### config.mk
export PLATFORM = sky130hd
export DESIGN_NAME = rx_cmd_ctrl
export DESIGN_NICKNAME = d
export VERILOG_FILES = /design/src/rtl/rx_cmd_ctrl.sv
export SDC_FILE = /design/constraint.sdc
export NUM_CORES = 1
export LEC_CHECK = 0
export ABC_AREA = 1
export BUFFER_PORTS_ARGS = -buffer_cell sky130_fd_sc_hd__buf_2
export CAP_MARGIN = 10
export CORE_MARGIN = 3
export CORE_UTILIZATION = 50
export CTS_CLUSTER_DIAMETER = 60
export DETAILED_ROUTE_END_ITERATION = 16
export PLACE_DENSITY = 0.73
export SETUP_SLACK_MARGIN = 0.3
export SYNTH_ARGS = -nofsm -noshare
export SYNTH_HDL_FRONTEND = slang
export SYNTH_SLANG_ARGS = --single-unit
### constraint.sdc
create_clock -name clk -period 1.7 [get_ports clk]
set_input_delay 0.085 -clock clk [delete_from_list [all_inputs] [get_ports clk]]
set_output_delay 0.085 -clock clk [all_outputs]
set_load 0.05 [all_outputs]
### src/rtl/rx_cmd_ctrl.sv
// -----------------------------------------------------------------------------
// rx_cmd_ctrl
// Decodes the byte stream from a UART receiver into register-file and ALU
// commands.
//   0xAA addr data      : register write
//   0xBB addr           : register read, issued once tx_ready is high
//   0xCC opA opB fun    : write opA to reg 0, opB to reg 1, then run ALU fun
//   0xDD fun            : run ALU fun on the current registers
// A frame is aborted (frm_err) on a receive error or when bytes stop arriving.
//
// Ports
//   clk, rst              : clock, synchronous active-high reset
//   rx_data/valid/err     : byte, one-cycle valid pulse, parity/stop error
//   tx_ready              : response path free; gates read and ALU issue
//   RF_WrEn/RdEn          : register-file write/read strobes (one cycle)
//   RF_Address/RF_WrData  : register-file address / write data (held)
//   ALU_EN/ALU_FUN        : ALU start strobe / function code (held)
//   CLK_GATE_EN           : ALU clock-gate enable
//   bad_cmd/frm_err/ovr_err : one-cycle error pulses
// -----------------------------------------------------------------------------
module rx_cmd_ctrl #(
  parameter int unsigned TIMEOUT_CYC = 4096
) (
  input  logic       clk,
  input  logic       rst,
  input  logic [7:0] rx_data,
  input  logic       rx_valid,
  input  logic       rx_err,
  input  logic       tx_ready,
  output logic       RF_WrEn,
  output logic       RF_RdEn,
  output logic [3:0] RF_Address,
  output logic [7:0] RF_WrData,
  output logic       ALU_EN,
  output logic [3:0] ALU_FUN,
  output logic       CLK_GATE_EN,
  output logic       bad_cmd,
  output logic       frm_err,
  output logic       ovr_err
);

  localparam int unsigned CNT_W = $clog2(TIMEOUT_CYC);
  localparam logic [CNT_W-1:0] CNT_LAST = CNT_W'(TIMEOUT_CYC - 1);

  typedef enum logic [3:0] {
    IDLE, WR_ADDR, WR_DATA, RD_ADDR, RD_ISSUE, OP_A, OP_B, FUN, ALU_ISSUE
  } state_t;

  state_t           state_q;
  logic [CNT_W-1:0] cnt_q;
  logic [3:0]       addr_q;

  // NOTE: all state and registered outputs update with non-blocking
  // assignments so every branch reads the pre-edge values consistently.
  always_ff @(posedge clk) begin
    if (rst) begin
      state_q     <= IDLE;
      cnt_q       <= '0;
      addr_q      <= '0;
      RF_WrEn     <= 1'b0;
      RF_RdEn     <= 1'b0;
      RF_Address  <= '0;
      RF_WrData   <= '0;
      ALU_EN      <= 1'b0;
      ALU_FUN     <= '0;
      CLK_GATE_EN <= 1'b0;
      bad_cmd     <= 1'b0;
      frm_err     <= 1'b0;
      ovr_err     <= 1'b0;
    end else begin
      // Strobes are single-cycle; the timeout counter restarts on every
      // state change or received byte unless explicitly advanced below.
      RF_WrEn <= 1'b0;
      RF_RdEn <= 1'b0;
      ALU_EN  <= 1'b0;
      bad_cmd <= 1'b0;
      frm_err <= 1'b0;
      ovr_err <= 1'b0;
      cnt_q   <= '0;

      case (state_q)
        IDLE: begin
          CLK_GATE_EN <= 1'b0;
          // Errored bytes are dropped silently between frames.
          if (rx_valid && !rx_err) begin
            case (rx_data)
              8'hAA:   state_q <= WR_ADDR;
              8'hBB:   state_q <= RD_ADDR;
              8'hCC:   state_q <= OP_A;
              8'hDD:   state_q <= FUN;
              default: bad_cmd <= 1'b1;
            endcase
          end
        end

        RD_ISSUE: begin
          if (rx_valid) ovr_err <= 1'b1;
          if (tx_ready) begin
            RF_RdEn    <= 1'b1;
            RF_Address <= addr_q;
            state_q    <= IDLE;
          end
        end

        ALU_ISSUE: begin
          if (rx_valid) ovr_err <= 1'b1;
          // Gate stays open through the ALU_EN cycle itself.
          CLK_GATE_EN <= 1'b1;
          if (tx_ready) begin
            ALU_EN  <= 1'b1;
            state_q <= IDLE;
          end
        end

        default: begin
          // Receive states: expecting the next byte of a frame.
          if (rx_valid && rx_err) begin
            frm_err <= 1'b1;
            state_q <= IDLE;
          end else if (rx_valid) begin
            case (state_q)
              WR_ADDR: begin
                addr_q  <= rx_data[3:0];
                state_q <= WR_DATA;
              end
              WR_DATA: begin
                RF_WrEn    <= 1'b1;
                RF_Address <= addr_q;
                RF_WrData  <= rx_data;
                state_q    <= IDLE;
              end
              RD_ADDR: begin
                addr_q  <= rx_data[3:0];
                state_q <= RD_ISSUE;
              end
              OP_A: begin
                RF_WrEn    <= 1'b1;
                RF_Address <= 4'h0;
                RF_WrData  <= rx_data;
                state_q    <= OP_B;
              end
              OP_B: begin
                RF_WrEn    <= 1'b1;
                RF_Address <= 4'h1;
                RF_WrData  <= rx_data;
                state_q    <= FUN;
              end
              FUN: begin
                ALU_FUN     <= rx_data[3:0];
                CLK_GATE_EN <= 1'b1;
                state_q     <= ALU_ISSUE;
              end
              default: state_q <= IDLE;
            endcase
          end else if (cnt_q == CNT_LAST) begin
            // A byte arriving on the terminal cycle is taken by the branch
            // above, so the abort only fires on a genuinely silent line.
            frm_err <= 1'b1;
            state_q <= IDLE;
          end else begin
            cnt_q <= cnt_q + 1'b1;
          end
        end
      endcase
    end
  end

endmodule
; ---- Word-level counts from Yosys, hierarchy flattened
; Index checks and enable logic that the tools add are counted.
[word_totals]
ff_bits = 43
input_bits = 13
output_inout_bits = 23
elab_cells = 94
[op_classes]
n_addsub = 1
eq_ne = 19
mux = 24
bitwise = 9
reduce_logical = 28
[op_table]
columns = operator, count
row1 = $eq A8 B8 Y1 const B, 4
row2 = $mux W4, 8
row3 = $pmux W4 S5, 1
row4 = $reduce_and A4 Y1, 5
row5 = $eq A4 B3 Y1 const B, 4
row6 = $pmux W4 S2, 2
row7 = $pmux W4 S4, 1
row8 = $add A12 B1 Y12 const B, 1
row9 = $eq A12 B12 Y1 const B, 1
row10 = $pmux W4 S3, 1
row11 = $reduce_or A2 Y1, 6
row12 = $mux W1, 10
row13 = $not A1 Y1, 9
row14 = $reduce_or A3 Y1, 3
row15 = $eq A4 B2 Y1 const B, 2
row16 = $reduce_or A4 Y1, 2
row17 = $reduce_or A7 Y1, 1
row18 = $reduce_bool A3 Y1, 2
row19 = $reduce_or A6 Y1, 1
row20 = $ne A5 B1 Y1 const B, 1
row21 = $reduce_and A5 Y1, 1
row22 = $reduce_bool A5 Y1, 1
row23 = $eq A4 B1 Y1 const B, 1
row24 = $eq A4 B4 Y1 const B, 1
row25 = other kinds (9), 12

; ---- Depth between registers and ports, before layout
[logic_depth]
ltp_word = 5
mapped_depth = 11

; ---- Worst setup path before layout
; OpenSTA, ideal clock, no wires.
[synth_timing]
kind = register to register
start = register cnt_q[0]
end = register state_q[1]
setup_ps = 113
arrival_time_ps = 1284
t_required_ps = 1587
path_slack_ps = 303
path_stages_with_launch = 11
n_path_buf = 0
synth_period_minus_slack_ps = 1397
path_cell_list = dfxtp_1 ha_1 nand2_1 nor2_2 nand2_1 nor2_2 nor2_2 nor2_2 nand2_2 nor2_1 nor2_1
[synth_between]
elab_chain_cells = 3
[synth_lines]
columns = element, line_no
row1 = "start, declared", 50  ; logic [CNT_W-1:0] cnt_q;
row2 = "start signal, assigned", 161  ; cnt_q <= cnt_q + 1'b1;
row3 = $eq A12 B12 Y1, 155  ; end else if (cnt_q == CNT_LAST) begin
row4 = $reduce_bool A5 Y1 (no source line), -
row5 = $reduce_and A4 Y1 (no source line), -
row6 = "end signal, assigned", 151  ; state_q <= ALU_ISSUE;
row7 = "end signal, assigned", 153  ; default: state_q <= IDLE;
row8 = "end signal, assigned", 159  ; state_q <= IDLE;
row9 = "end, declared", 49  ; state_t state_q;
; No other way between the ends.
; A chain may end at the register's enable or synchronous reset.

; ---- Worst setup path after layout
[layout_timing]
start = register state_q[0]
end = register state_q[0]
[layout_between]
elab_chain_cells = 5
elab_cells_between_ends = 18
cone_classes = eq/ne (10) / mux (4) / reduce/logical (4)
[layout_lines]
columns = element, line_no
row1 = "start signal, assigned", 57  ; state_q <= IDLE;
row2 = "start signal, assigned", 87  ; 8'hAA: state_q <= WR_ADDR;
row3 = "start signal, assigned", 88  ; 8'hBB: state_q <= RD_ADDR;
row4 = $eq A4 B3 Y1 (tied with other cells), 121  ; case (state_q)
row5 = $pmux W4 S5, 121
row6 = $mux W4, 120  ; end else if (rx_valid) begin
row7 = $mux W4, 117  ; if (rx_valid && rx_err) begin
row8 = $pmux W4 S2, 81  ; case (state_q)
; Several ways; a longest one is shown, not always the timed one.

==> impl_metrics.toml <==
[grt]
globalRouteOverflowTotal = 0
grt_max_degree = 16
first_global_vias = 1508
track_usage_pct = 19.2
grt_pass1_wl_mm = 6.56
antenna_found_initial = 0

[routing]
routed_wl_mm = 4.42
vias = 1740
drt_iter0_markers = 100
wl_per_cell_um = 12.7
viasPerCell = 5.00
ant_nets = 0
drcViolationCount = 0
firstDrtPassIters = 4

[sta]
fmax_mhz = 682
min_period_over_period_pct = 86.2
setup_tns_ns = 0
finalSetupViolCount = 0
tightest_slew_ns = 0.362
fin_worst_skew_ns = 0.0101
maxSlewViolCount = 0
grt_setup_unrepaired = "yes"
hold_viol_final = 0
relSlewSlack_pct = 75.8
final.min_clock_period_ns = 1.47

[die]
die_w_um = 66.8
die_h_um = 66.8
start_util_pct = 53.7
coreArea_sq_um = 3440
dieArea_sq_um = 4460
rows = 21
io_pins = 36

[finish]
nets = 315
final_area_sq_um = 2440
postLayoutCoreUtil_pct = 70.9
syn_to_final_growth_pct = 32.0
diodes = 0
layout-drive-gt1-share_pct = 32.8

[pwr]
clkPwrFrac_pct = 29.3
p_int_mw = 2.04
pwr-share-comb_pct = 33.1
swShare_pct = 35.9
p_leak_nw = 1.10
seq_power_share_pct = 37.6
irDropWorstVdd_mv = 0.998
switchingPower_mw = 1.14
power_density_nw_per_um2 = 1300
total_power_mw = 3.18

[cts]
root_buffer = "clkbuf_8"
cts_buffers = 5
cts_tree = "built"
clk_path_buf_depth = 2
clk_pin_slew_ns = 0.09
clk_latency_ns = 0.30
htree_levels = 2
cts_num_sinks = 43

[min_path]
hp-class = "primary input to flop"

[logic_synthesis]
synth_top_cells_by_area = "dfxtp_1, nor2_1, nand2_1, inv_1, a21oi_1"
synth_area_sq_um = 1850
synth_top_area_share_pct = 46.6
yosys_warnings = 0
syn-num-nets = 263
synthCells = 249
synth_cell_type_count = 28
yosys.area.top_type = "dfxtp_1"
ys_ff_latch = 43
yosysSeqAreaShare_pct = 46.6
post_synth.cell_area_avg_sq_um = 7.42

[setup_path]
endpoint_kind = "flop"
slowest_delay_ns = 0.36
path_max_fanout = 6
crit_chain = "nor2_4 > nand3_1 > a21oi_4 > nor2_4 > buf_4 > nand2_1 > nand2_1 > a21oi_1"
worstSetupStartpointType = "flop"
critPathArrivalTime_ns = 1.68
slowest_stage = "dfxtp_2"
crit_buf_inv = 1
worst_path_dominant_cell_family = "simple AND/OR/NAND/NOR gates"
path_class = "flop to flop"
cp.required_ns = 1.91

[place]
portBuffers = 35
routabilityCongestion = 0.909
place_area_sq_um = 2060
dp_hpwl_mm = 2.75

[outcome]
outcome = "finished, final reports clean"

[run]
cap_violations = 0
state kept, by name, indices dropped and copies added, names as in the netlist, 4 cells and up:
signal,cells
addr_q,4
RF_Address,4
RF_WrData,8
cnt_q,12
ALU_FUN,4
state_q,4
layout by cell type, fill, tap and decap left out, drive strengths merged:
cell,instances
xnor2,3
o2111ai,1
nor3b,2
a21oi,16
o21ai,18
nand3,17
a211oi,1
nand4,3
clkbuf,6
inv,27
ha,1
nand2,51
a21boi,1
buf,49
and3,1
nor2,53
dfxtp,43
o21a,1
bufinv,2
xor2,5
o211ai,1
power groups by stage:
stage	Sequential, mW	Clock, mW	Combinational, mW
2_1_floorplan	1.43	0	0.429
3_3_place_gp	1.20	0	0.818
3_5_place_dp	1.20	0	0.818
4_1_cts	1.19	0.939	0.881
5_1_grt	1.21	0.986	1.14
6_report	1.20	0.933	1.05
layer usage:
layer | GRT usage (%) | share of wire [%] | wire length, um | up-vias
li1 | - | - | - | 897
met1 | 24.1 | 45 | 1990 | 794
met5 | 0 | 0 | 0 | -
met2 | 31.7 | 48 | 2140 | 38
met3 | 4.05 | 4.3 | 189 | 11
met4 | 7.87 | 2.2 | 96 | 0
cell type report:
cell class	instances	area, sq um
inverter	27	104
clock inverter	2	60.1
timing repair buffer	49	284
tap	46	57.6
clock buffer	6	72.6
sequential	43	873
multi-input combinational	175	988
fill	284	1000
synth_stat cells, drive strengths merged:
cell and number:
nor2 53, nand2 50, dfxtp 43, inv 27
o21ai 18, nand3 17, a21oi 16, xor2 5
clkbuf 3, nand4 3, xnor2 3, buf 2
nor3b 2, a211oi 1, a21boi 1, and3 1
ha 1, o2111ai 1, o211ai 1, o21a 1
logic make-up (layout without fill, tap and decap cells):
| kind of cell | Yosys count | count (layout) | synth area share (%) |
|---|---|---|---|
| flops | 43 | 43 | 46.6 |
| buf+inv | 32 | 84 | 7.31 |
| compound gates | 39 | 39 | 11.5 |
| simple gates | 126 | 127 | 30.1 |
| xor+xnor | 8 | 8 | 3.79 |
| fa+ha+maj | 1 | 1 | 0.677 |
metrics by stage:
step                setup slack (ns)  instances  hold slack, ns
floorplan                      0.303        249           0.209
global placement               0.216        327           0.324
detailed placement             0.168        327           0.325
CTS                            0.195        342          0.0125
global route                   0.147        348          0.0279
finish                         0.234        348          0.0132
what timing repair did:
action,CTS,global route
hold buffers,0,0
gates resized for setup,13,38
buffers inserted,6,6
pin swaps,8,13
endpoints found under the setup margin,31,34
gates cloned,1,0
path summary, 6_finish.rpt:
path | from | to | slack (ns) | depth (start not counted)
min | rx_valid | frm_err | 0.01 | 2
min reg2reg | addr_q[1] | addr_q[1] | 0.45 | 2
max reg2reg | state_q[0] | state_q[0] | 0.23 | 8
max | state_q[0] | state_q[0] | 0.23 | 8
worst reg2reg max path, stage by stage (launching register included):
cell and delay, ns:
dfxtp_2 0.36, nor2_4 0.18, nand3_1 0.20, a21oi_4 0.23, nor2_4 0.07, buf_4 0.13, nand2_1 0.04, nand2_1 0.04
a21oi_1 0.14
(Power assumes the default switching activity.)
